<file path="src/rtl/clk_div_bank.sv">
// clk_div_bank: multi-channel programmable clock divider, single clock domain.
//
// Each channel divides clk by 2*(H+1), where H is a per-channel half-period
// count. It drives a registered square wave (clk_out) and a one-cycle strobe
// (tick) that is high in the cycle clk_out has just gone 0->1. A new H is
// written through a valid/ready port and parked as "pending" until the
// channel's next half-period boundary, so the output never glitches.
//
// Ports:
//   clk        system clock, all logic on the rising edge
//   reset      synchronous, active-high reset
//   en         per-channel run enable
//   cfg_valid  divisor write request
//   cfg_ch     target channel of the write (codes >= NUM_CH are discarded)
//   cfg_div    new half-period minus one (H)
//   cfg_ready  write accepted when cfg_valid && cfg_ready
//   clk_out    divided square waves, registered
//   tick       rising-edge strobes, registered
//   and_mask   channels included in and_out
//   and_out    registered AND of the masked clk_out bits (0 if mask is empty)

// ---------------------------------------------------------------------------
// clk_div_ch: one divider channel.
//   en_i      run enable
//   wr_i      accepted write for this channel (only ever high when !pend_o)
//   wr_div_i  value to park as pending H
//   pend_o    a written H is waiting for its apply cycle
//   clk_o     divided output
//   tick_o    strobe in the cycle clk_o has just become 1
// ---------------------------------------------------------------------------
module clk_div_ch #(
  parameter int CNT_W = 8
) (
  input  logic             clk,
  input  logic             reset,
  input  logic             en_i,
  input  logic             wr_i,
  input  logic [CNT_W-1:0] wr_div_i,
  output logic             pend_o,
  output logic             clk_o,
  output logic             tick_o
);

  logic [CNT_W-1:0] cnt_q,  cnt_d;
  logic [CNT_W-1:0] h_q,    h_d;
  logic [CNT_W-1:0] pval_q, pval_d;
  logic             pend_q, pend_d;
  logic             clk_q,  clk_d;
  logic             tick_q, tick_d;

  always_comb begin
    cnt_d  = cnt_q;
    h_d    = h_q;
    pval_d = pval_q;
    pend_d = pend_q;
    clk_d  = clk_q;
    tick_d = 1'b0;

    if (en_i) begin
      // >= rather than == so a count left above H can never run away.
      if (cnt_q >= h_q) begin
        cnt_d  = '0;
        clk_d  = ~clk_q;
        tick_d = ~clk_q;
        // Half-period boundary: the only safe point to swap H while running.
        if (pend_q) begin
          h_d    = pval_q;
          pend_d = 1'b0;
        end
      end else begin
        cnt_d = cnt_q + CNT_W'(1);
      end
    end else if (pend_q) begin
      // Output is frozen, so apply at once and restart the half-period.
      h_d    = pval_q;
      cnt_d  = '0;
      pend_d = 1'b0;
    end

    // Never collides with the apply above: a write is only accepted while
    // pend_q is clear, and applying requires pend_q set.
    if (wr_i) begin
      pend_d = 1'b1;
      pval_d = wr_div_i;
    end
  end

  always_ff @(posedge clk) begin
    if (reset) begin
      cnt_q  <= '0;
      h_q    <= '0;
      pval_q <= '0;
      pend_q <= 1'b0;
      clk_q  <= 1'b0;
      tick_q <= 1'b0;
    end else begin
      cnt_q  <= cnt_d;
      h_q    <= h_d;
      pval_q <= pval_d;
      pend_q <= pend_d;
      clk_q  <= clk_d;
      tick_q <= tick_d;
    end
  end

  assign pend_o = pend_q;
  assign clk_o  = clk_q;
  assign tick_o = tick_q;

endmodule

// ---------------------------------------------------------------------------
// clk_div_bank: top level, NUM_CH channels plus config decode and and_out.
// ---------------------------------------------------------------------------
module clk_div_bank #(
  parameter int NUM_CH = 4,
  parameter int CNT_W  = 8,
  parameter int CH_W   = 2
) (
  input  logic              clk,
  input  logic              reset,
  input  logic [NUM_CH-1:0] en,
  input  logic              cfg_valid,
  input  logic [CH_W-1:0]   cfg_ch,
  input  logic [CNT_W-1:0]  cfg_div,
  output logic              cfg_ready,
  output logic [NUM_CH-1:0] clk_out,
  output logic [NUM_CH-1:0] tick,
  input  logic [NUM_CH-1:0] and_mask,
  output logic              and_out
);

  typedef struct packed {
    logic [CH_W-1:0]  ch;
    logic [CNT_W-1:0] div;
  } cfg_req_t;

  cfg_req_t          req;
  logic [NUM_CH-1:0] pend;
  logic [NUM_CH-1:0] wr;
  logic              sel_pend;
  logic              and_q, and_d;

  assign req = '{ch: cfg_ch, div: cfg_div};

  // Pending flag of the addressed channel; an out-of-range code matches no
  // channel and so reads as "not pending", keeping cfg_ready high for it.
  always_comb begin
    sel_pend = 1'b0;
    for (int i = 0; i < NUM_CH; i++) begin
      if (req.ch == CH_W'(i)) sel_pend = pend[i];
    end
  end

  // Depends only on reset, cfg_ch and pend -- never on cfg_valid.
  assign cfg_ready = ~reset & ~sel_pend;

  for (genvar g = 0; g < NUM_CH; g++) begin : g_ch
    assign wr[g] = cfg_valid & cfg_ready & (req.ch == CH_W'(g));

    clk_div_ch #(.CNT_W(CNT_W)) u_ch (
      .clk      (clk),
      .reset    (reset),
      .en_i     (en[g]),
      .wr_i     (wr[g]),
      .wr_div_i (req.div),
      .pend_o   (pend[g]),
      .clk_o    (clk_out[g]),
      .tick_o   (tick[g])
    );
  end

  // Unmasked channels read as 1; an empty mask is forced to 0 rather than
  // the vacuous 1 an AND over nothing would give.
  assign and_d = (|and_mask) & (&(clk_out | ~and_mask));

  always_ff @(posedge clk) begin
    if (reset) and_q <= 1'b0;
    else       and_q <= and_d;
  end

  assign and_out = and_q;

endmodule

</file>
<file path="config.mk">
export PLATFORM = sky130hd
export DESIGN_NAME = clk_div_bank
export DESIGN_NICKNAME = d
export VERILOG_FILES = /design/src/rtl/clk_div_bank.sv
export SDC_FILE = /design/constraint.sdc
export NUM_CORES = 1
export LEC_CHECK = 0
export ABC_AREA = 0
export BUFFER_PORTS_ARGS = -buffer_cell sky130_fd_sc_hd__buf_2
export CAP_MARGIN = 20
export CORE_UTILIZATION = 40
export CTS_BUF_LIST = sky130_fd_sc_hd__clkbuf_2
export CTS_CLUSTER_SIZE = 16
export DETAILED_ROUTE_END_ITERATION = 8
export SLEW_MARGIN = 20
export SYNTH_ARGS = -nofsm -noshare
export SYNTH_HDL_FRONTEND = slang
export SYNTH_SLANG_ARGS = --single-unit
</file>
<file path="constraint.sdc">
create_clock -name clk -period 2.8 [get_ports clk]
set_input_delay 0.56 -clock clk [delete_from_list [all_inputs] [get_ports clk]]
set_output_delay 0.56 -clock clk [all_outputs]
set_load 0.01 [all_outputs]
</file>
==> results of run 1 <==
-- through the flow --
stage	cells	power, uW	utilization (%)	cell area, sq um	setup WS, ns
finish	799	2490	43.2	5720	0.297
global placement	783	1770	42.4	5610	0.599
CTS	799	2530	43.2	5720	0.225
global route	799	2610	43.2	5720	0.164
detailed placement	783	1770	42.4	5610	0.516
floorplan	612	1720	-	5420	0.805
-- power by group through the flow --
stage	registers, uW	clock network (uW)	logic, uW
4_1_cts	1600	786	149
3_5_place_dp	1620	0	148
2_1_floorplan	1610	0	109
3_3_place_gp	1620	0	145
6_report	1590	748	147
5_1_grt	1600	845	162
-- cell type report --
cell class	instances	area [sq um]	share of cell area, %
inverter	41	154	2.69
clock buffer	9	45.0	0.787
multi-input combinational	420	2850	49.7
clock inverter	7	70.1	1.22
tap	176	220	3.85
sequential	109	2180	38.1
timing repair buffer	37	205	3.58
-- routing by layer --
layer	share of wire, %	routed length (microns)	global-route usage [%]
met1	48	5410	21.7
met2	46	5130	27.3
met3	4.1	453	2.56
met4	1.6	184	6.80
met5	0	0	0
-- synth_stat cells (17+ instances only) --
cell type / n / area share, %
nand2_1: 30 / 2.1
ha_1: 36 / 8.3
nand2b_1: 30 / 3.5
clkbuf_1: 18 / 1.2
o21ai_0: 23 / 2.1
inv_1: 41 / 2.8
mux2i_1: 40 / 7.4
dfxtp_1: 109 / 40
nor2_1: 57 / 3.9
nand3b_1: 26 / 3.6
a311oi_1: 17 / 2.7
a21oi_1: 50 / 4.6
-- registers in the layout (all words and copies together), names as in the netlist --
register	count
g_ch.u_ch.cnt_q	32
g_ch.u_ch.h_q	32
g_ch.u_ch.pval_q	32
g_ch.u_ch.clk_o	4
g_ch.u_ch.pend_o	4
g_ch.u_ch.tick_o	4
and_out	1
-- critical path, stage by stage (launching register included) --
cell     delay (ns)
dfxtp_1        0.54
mux4_2         0.55
nor2_1         0.11
buf_2          0.14
-- logic make-up after synthesis --
kind of cell,count (synthesis),share of synthesized area (%)
multiplexers,41,7.80
adder cells (fa/ha/maj),36,8.31
AND/OR/NAND/NOR,201,19.6
buffers and inverters,83,7.18
flip-flops,109,40.3
AO/OA/AOI/OAI,142,16.9
-- path summary, 6_finish.rpt --
path | start | to | cells after the start
max | g_ch[1].u_ch.pend_o$_SDFFE_PP0P_ | cfg_ready | 3
min | and_mask[1] | and_out$_SDFF_PP0_ | 2
max reg2reg | g_ch[3].u_ch.cnt_q[5]$_SDFFE_PP0P_ | g_ch[3].u_ch.h_q[1]$_SDFFE_PP0P_ | 7
min reg2reg | g_ch[1].u_ch.clk_o$_SDFFE_PP0P_ | g_ch[1].u_ch.tick_o$_SDFF_PP0_ | 1
==> results.toml, run 1 <==
[clocking]
ctsHoldBuffers = 0
cts_tree = "done"
cts-buffers-inserted = 9
clk_pin_slew_ns = 0.29
postCtsSetupBuffers = 0
h-tree-depth = 3
clock-sinks = 109
worstSkewPairLatency_ns = 0.62
cts_resized = 0
ctsRootBufferMaster = "clkbuf_2"
clk_path_buf_depth = 2

[sta]
skew_ns = 0.0219
rsz0062_at_grt = "no"
max_slew_margin_pct = 52.9
max_freq_ghz = 0.399
slew_viol_final = 0
setup_tns_ns = 0
hold_slack_ns = 0.105
fin_crit_sh_pct = 89.4
finalHoldViolations = 0
timing.final.crit_period_ns = 2.50
worstMarginPinSlew_ns = 0.706
setup_violations = 0

[global_route]
grt_pass1_vias = 4068
grt_max_degree = 74
grt_pass1_wl_microns = 18900
antenna_found_initial = 0
grt_remaining_overflow = 0
grt_usage_pct = 16.6

[yosys]
synth_enable_flop_cells = 0
synth_area_sq_um = 5420
synth.distinct_cells = 49
synthArstFlopShare_pct = 0
syn-num-nets = 669
synth_warnings = 0
yosysSeqAreaShare_pct = 40.3
synth_ff_type = "dfxtp_1"
synth_seq_cells = 109
netlist_instances = 612
syn_avg_cell_area_sq_um = 8.85

[final_layout]
fillCellCount = 1338
mostFrequentLayoutCell = "dfxtp_1"
antenna_cells = 0
fin_nets = 675
area_growth_pct = 5.63
layout_common_cells = "dfxtp_1, nor2_1, a21oi_1, inv_1, mux2i_1"
drive_gt1_share_pct = 9.95

[floorplanning]
ioPinCount = 31
die_w_microns = 118
die_h_microns = 118
dieArea_sq_um = 14000
rows = 42
core-area_sq_um = 13200
start_util_pct = 40.9

[detailed_routing]
drc_errors = 0
drt.antenna.violating_nets = 0
firstDrtPassIters = 5
drt-initial-drc-count = 236
num_vias = 4258
wl_microns = 11200
routedWlPerCell_microns = 14.0
viasPerCell = 5.33

[power_and_ir_drop]
p_per_area_nw_per_um2 = 435
power.switching_uw = 645
internal_power_uw = 1840
swShare_pct = 25.9
leakagePower_uw = 0.00216
vdd_drop_max_mv = 0.233
pwr-share-seq_pct = 64.0
power.share.clock_pct = 30.0
share_comb_of_total_power_pct = 5.9

[critical_path]
required_ns = 2.24
path_max_fanout = 14
crit_path_start_kind = "flip-flop"
reg2reg_slack_ns = 0.47
endpoint_kind = "output pin"
arrival_ns = 1.94
critPathKind = "flip-flop to output pin"

[placement]
dpl.hpwl_microns = 7930
gp_congestion = 0.797
port_buffers = 30

[worst_hold_path]
hold_class = "input pin to flip-flop"

[run]
maxCapViolCount = 0

[status]
status = "finished clean"
(Power assumes the default switching activity.)
==> run 2, diff against run 1 <==
Settings changed: CTS_BUF_LIST sky130_fd_sc_hd__clkbuf_2 to default.
Clock period 2.8 ns to 3.2 ns, I/O delays scaled along.
==> results.toml, run 2 (synthesis results as in run 1) <==
[detailed_routing]
drt-initial-drc-count = 317
wl_microns = 11100
routedWlPerCell_microns = 13.9
firstDrtPassIters = 4
viasPerCell = 5.33
drc_errors = 0
drt.antenna.violating_nets = 0
num_vias = 4257

[critical_path]
r2r_start = "g_ch[3].u_ch.cnt_q[5]$_SDFFE_PP0P_"
crit_chain = "ha_1 -> a211oi_1 -> o21ai_1 -> a21oi_2 -> buf_4 -> nand3b_1 -> a21oi_1"
cp_top_family = "compound AO/OA/AOI/OAI gates"
crit_buf_inv = 1
reg2reg_slack_ns = 0.80
cpPeakStageDelay_ns = 0.50
required_ns = 3.41
path_max_fanout = 17
ff2ff_path_depth = 7
critPathKind = "flip-flop to flip-flop"
crit_end = "g_ch[3].u_ch.h_q[7]$_SDFFE_PP0P_"
timing.critical_path.from = "g_ch[3].u_ch.cnt_q[5]$_SDFFE_PP0P_"
crit_path_start_kind = "flip-flop"
arrival_ns = 2.61
r2r_end = "g_ch[3].u_ch.h_q[7]$_SDFFE_PP0P_"
slowest_stage = "a21oi_2"
endpoint_kind = "flip-flop"
path_depth = 7

[clocking]
cts-buffers-inserted = 9
clk_path_buf_depth = 2
cts_tree = "done"
clk_pin_slew_ns = 0.07
postCtsSetupBuffers = 0
h-tree-depth = 3
clock-sinks = 109
ctsHoldBuffers = 0
worstSkewPairLatency_ns = 0.35
cts_resized = 0
ctsRootBufferMaster = "clkbuf_16"

[final_layout]
fin_nets = 674
antenna_cells = 0
reg_top3 = "g_ch.u_ch.cnt_q (32), g_ch.u_ch.h_q (32), g_ch.u_ch.pval_q (32)"
mostFrequentLayoutCell = "dfxtp_1"
area_growth_pct = 8.94
layout_common_cells = "dfxtp_1, nor2_1, a21oi_1, inv_1, mux2i_1"
fin_cells = 798
drive_gt1_share_pct = 9.97

[floorplanning]
ioPinCount = 31
die_w_microns = 118
core-area_sq_um = 13200
rows = 42
dieArea_sq_um = 14000
die_h_microns = 118
start_util_pct = 40.9

[sta]
timing.final.crit_period_ns = 2.40
slew_viol_final = 0
skew_ns = 0.00411
worstMarginPinSlew_ns = 0.716
max_freq_ghz = 0.416
rsz0062_at_grt = "no"
max_slew_margin_pct = 52.3
fin_crit_sh_pct = 75.1
setup_violations = 0
finalHoldViolations = 0
setup_tns_ns = 0

[power_and_ir_drop]
vdd_drop_max_mv = 0.451
leakagePower_uw = 0.00223
p_per_area_nw_per_um2 = 448

[global_route]
grt_pass1_vias = 4020
grt_remaining_overflow = 0
antenna_found_initial = 0
grt_pass1_wl_microns = 18800
grt_usage_pct = 16.5
grt_max_degree = 77

[placement]
dpl.hpwl_microns = 7780
port_buffers = 30
dp.cells = 782
gp_congestion = 0.801

[worst_hold_path]
hold_class = "flip-flop to flip-flop"

[run]
maxCapViolCount = 0

[status]
status = "finished clean"
-- run 2: cell types whose count changed in the layout (fill, tap and decap cells not counted) --
cell,delta
clkbuf_16,+9
clkbuf_2,-9
clkinv_4,+3
inv_6,-3
clkinvlp_4,+2
buf_4,-1
clkinv_1,-1
clkinv_2,-1
-- run 2: stage by stage --
| step | hold WS (ns) | setup slack, ns | utilization (%) | power, uW | instance area [sq um] |
|---|---|---|---|---|---|
| global route | 0.492 | 0.646 | 44.6 | 2740 | 5900 |
| floorplan | 0.420 | 1.04 | - | 1510 | 5420 |
| finish | 0.452 | 0.797 | 44.6 | 2640 | 5900 |
| global placement | 0.431 | 0.975 | 42.3 | 1550 | 5600 |
| CTS | 0.458 | 0.801 | 44.6 | 2680 | 5900 |
| detailed placement | 0.446 | 0.829 | 42.3 | 1550 | 5600 |
-- run 2: power by group --
| part | total (uW) | internal, uW | switching (uW) |
|---|---|---|---|
| logic | 129 | 47.8 | 81.7 |
| registers | 1390 | 1370 | 14.2 |
| clock network | 1130 | 610 | 517 |
| total | 2640 | 2030 | 613 |
-- run 2: worst min path at each step --
stage	end	cells after the start	slack, ns	start
floorplan	g_ch[1].u_ch.tick_o$_SDFF_PP0_	1	0.42	g_ch[1].u_ch.clk_o$_SDFFE_PP0P_
global placement	g_ch[1].u_ch.tick_o$_SDFF_PP0_	1	0.43	g_ch[1].u_ch.clk_o$_SDFFE_PP0P_
detailed placement	g_ch[1].u_ch.tick_o$_SDFF_PP0_	1	0.45	g_ch[1].u_ch.clk_o$_SDFFE_PP0P_
CTS	g_ch[1].u_ch.tick_o$_SDFF_PP0_	1	0.46	g_ch[1].u_ch.clk_o$_SDFFE_PP0P_
global route	g_ch[1].u_ch.tick_o$_SDFF_PP0_	1	0.49	g_ch[1].u_ch.clk_o$_SDFFE_PP0P_
finish	g_ch[1].u_ch.tick_o$_SDFF_PP0_	1	0.45	g_ch[1].u_ch.clk_o$_SDFFE_PP0P_
-- run 2: final cells by class --
| type | instances | area (sq um) |
|---|---|---|
| Clock buffer | 9 | 225 |
| Inverter | 41 | 154 |
| Clock inverter | 7 | 76.3 |
| Multi-Input combinational cell | 420 | 2850 |
| Tap cell | 176 | 220 |
| Sequential cell | 109 | 2180 |
| Fill cell | 1325 | 7340 |
| Timing Repair Buffer | 36 | 198 |
-- run 2: layer usage --
layer / up-vias / routed length [microns] / GRT usage (%)
li1: 2167 / - / -
met1: 1997 / 5430 / 21.9
met2: 87 / 5160 / 26.3
met3: 6 / 439 / 4.78
met4: 0 / 55 / 4.35
met5: - / 0 / 0
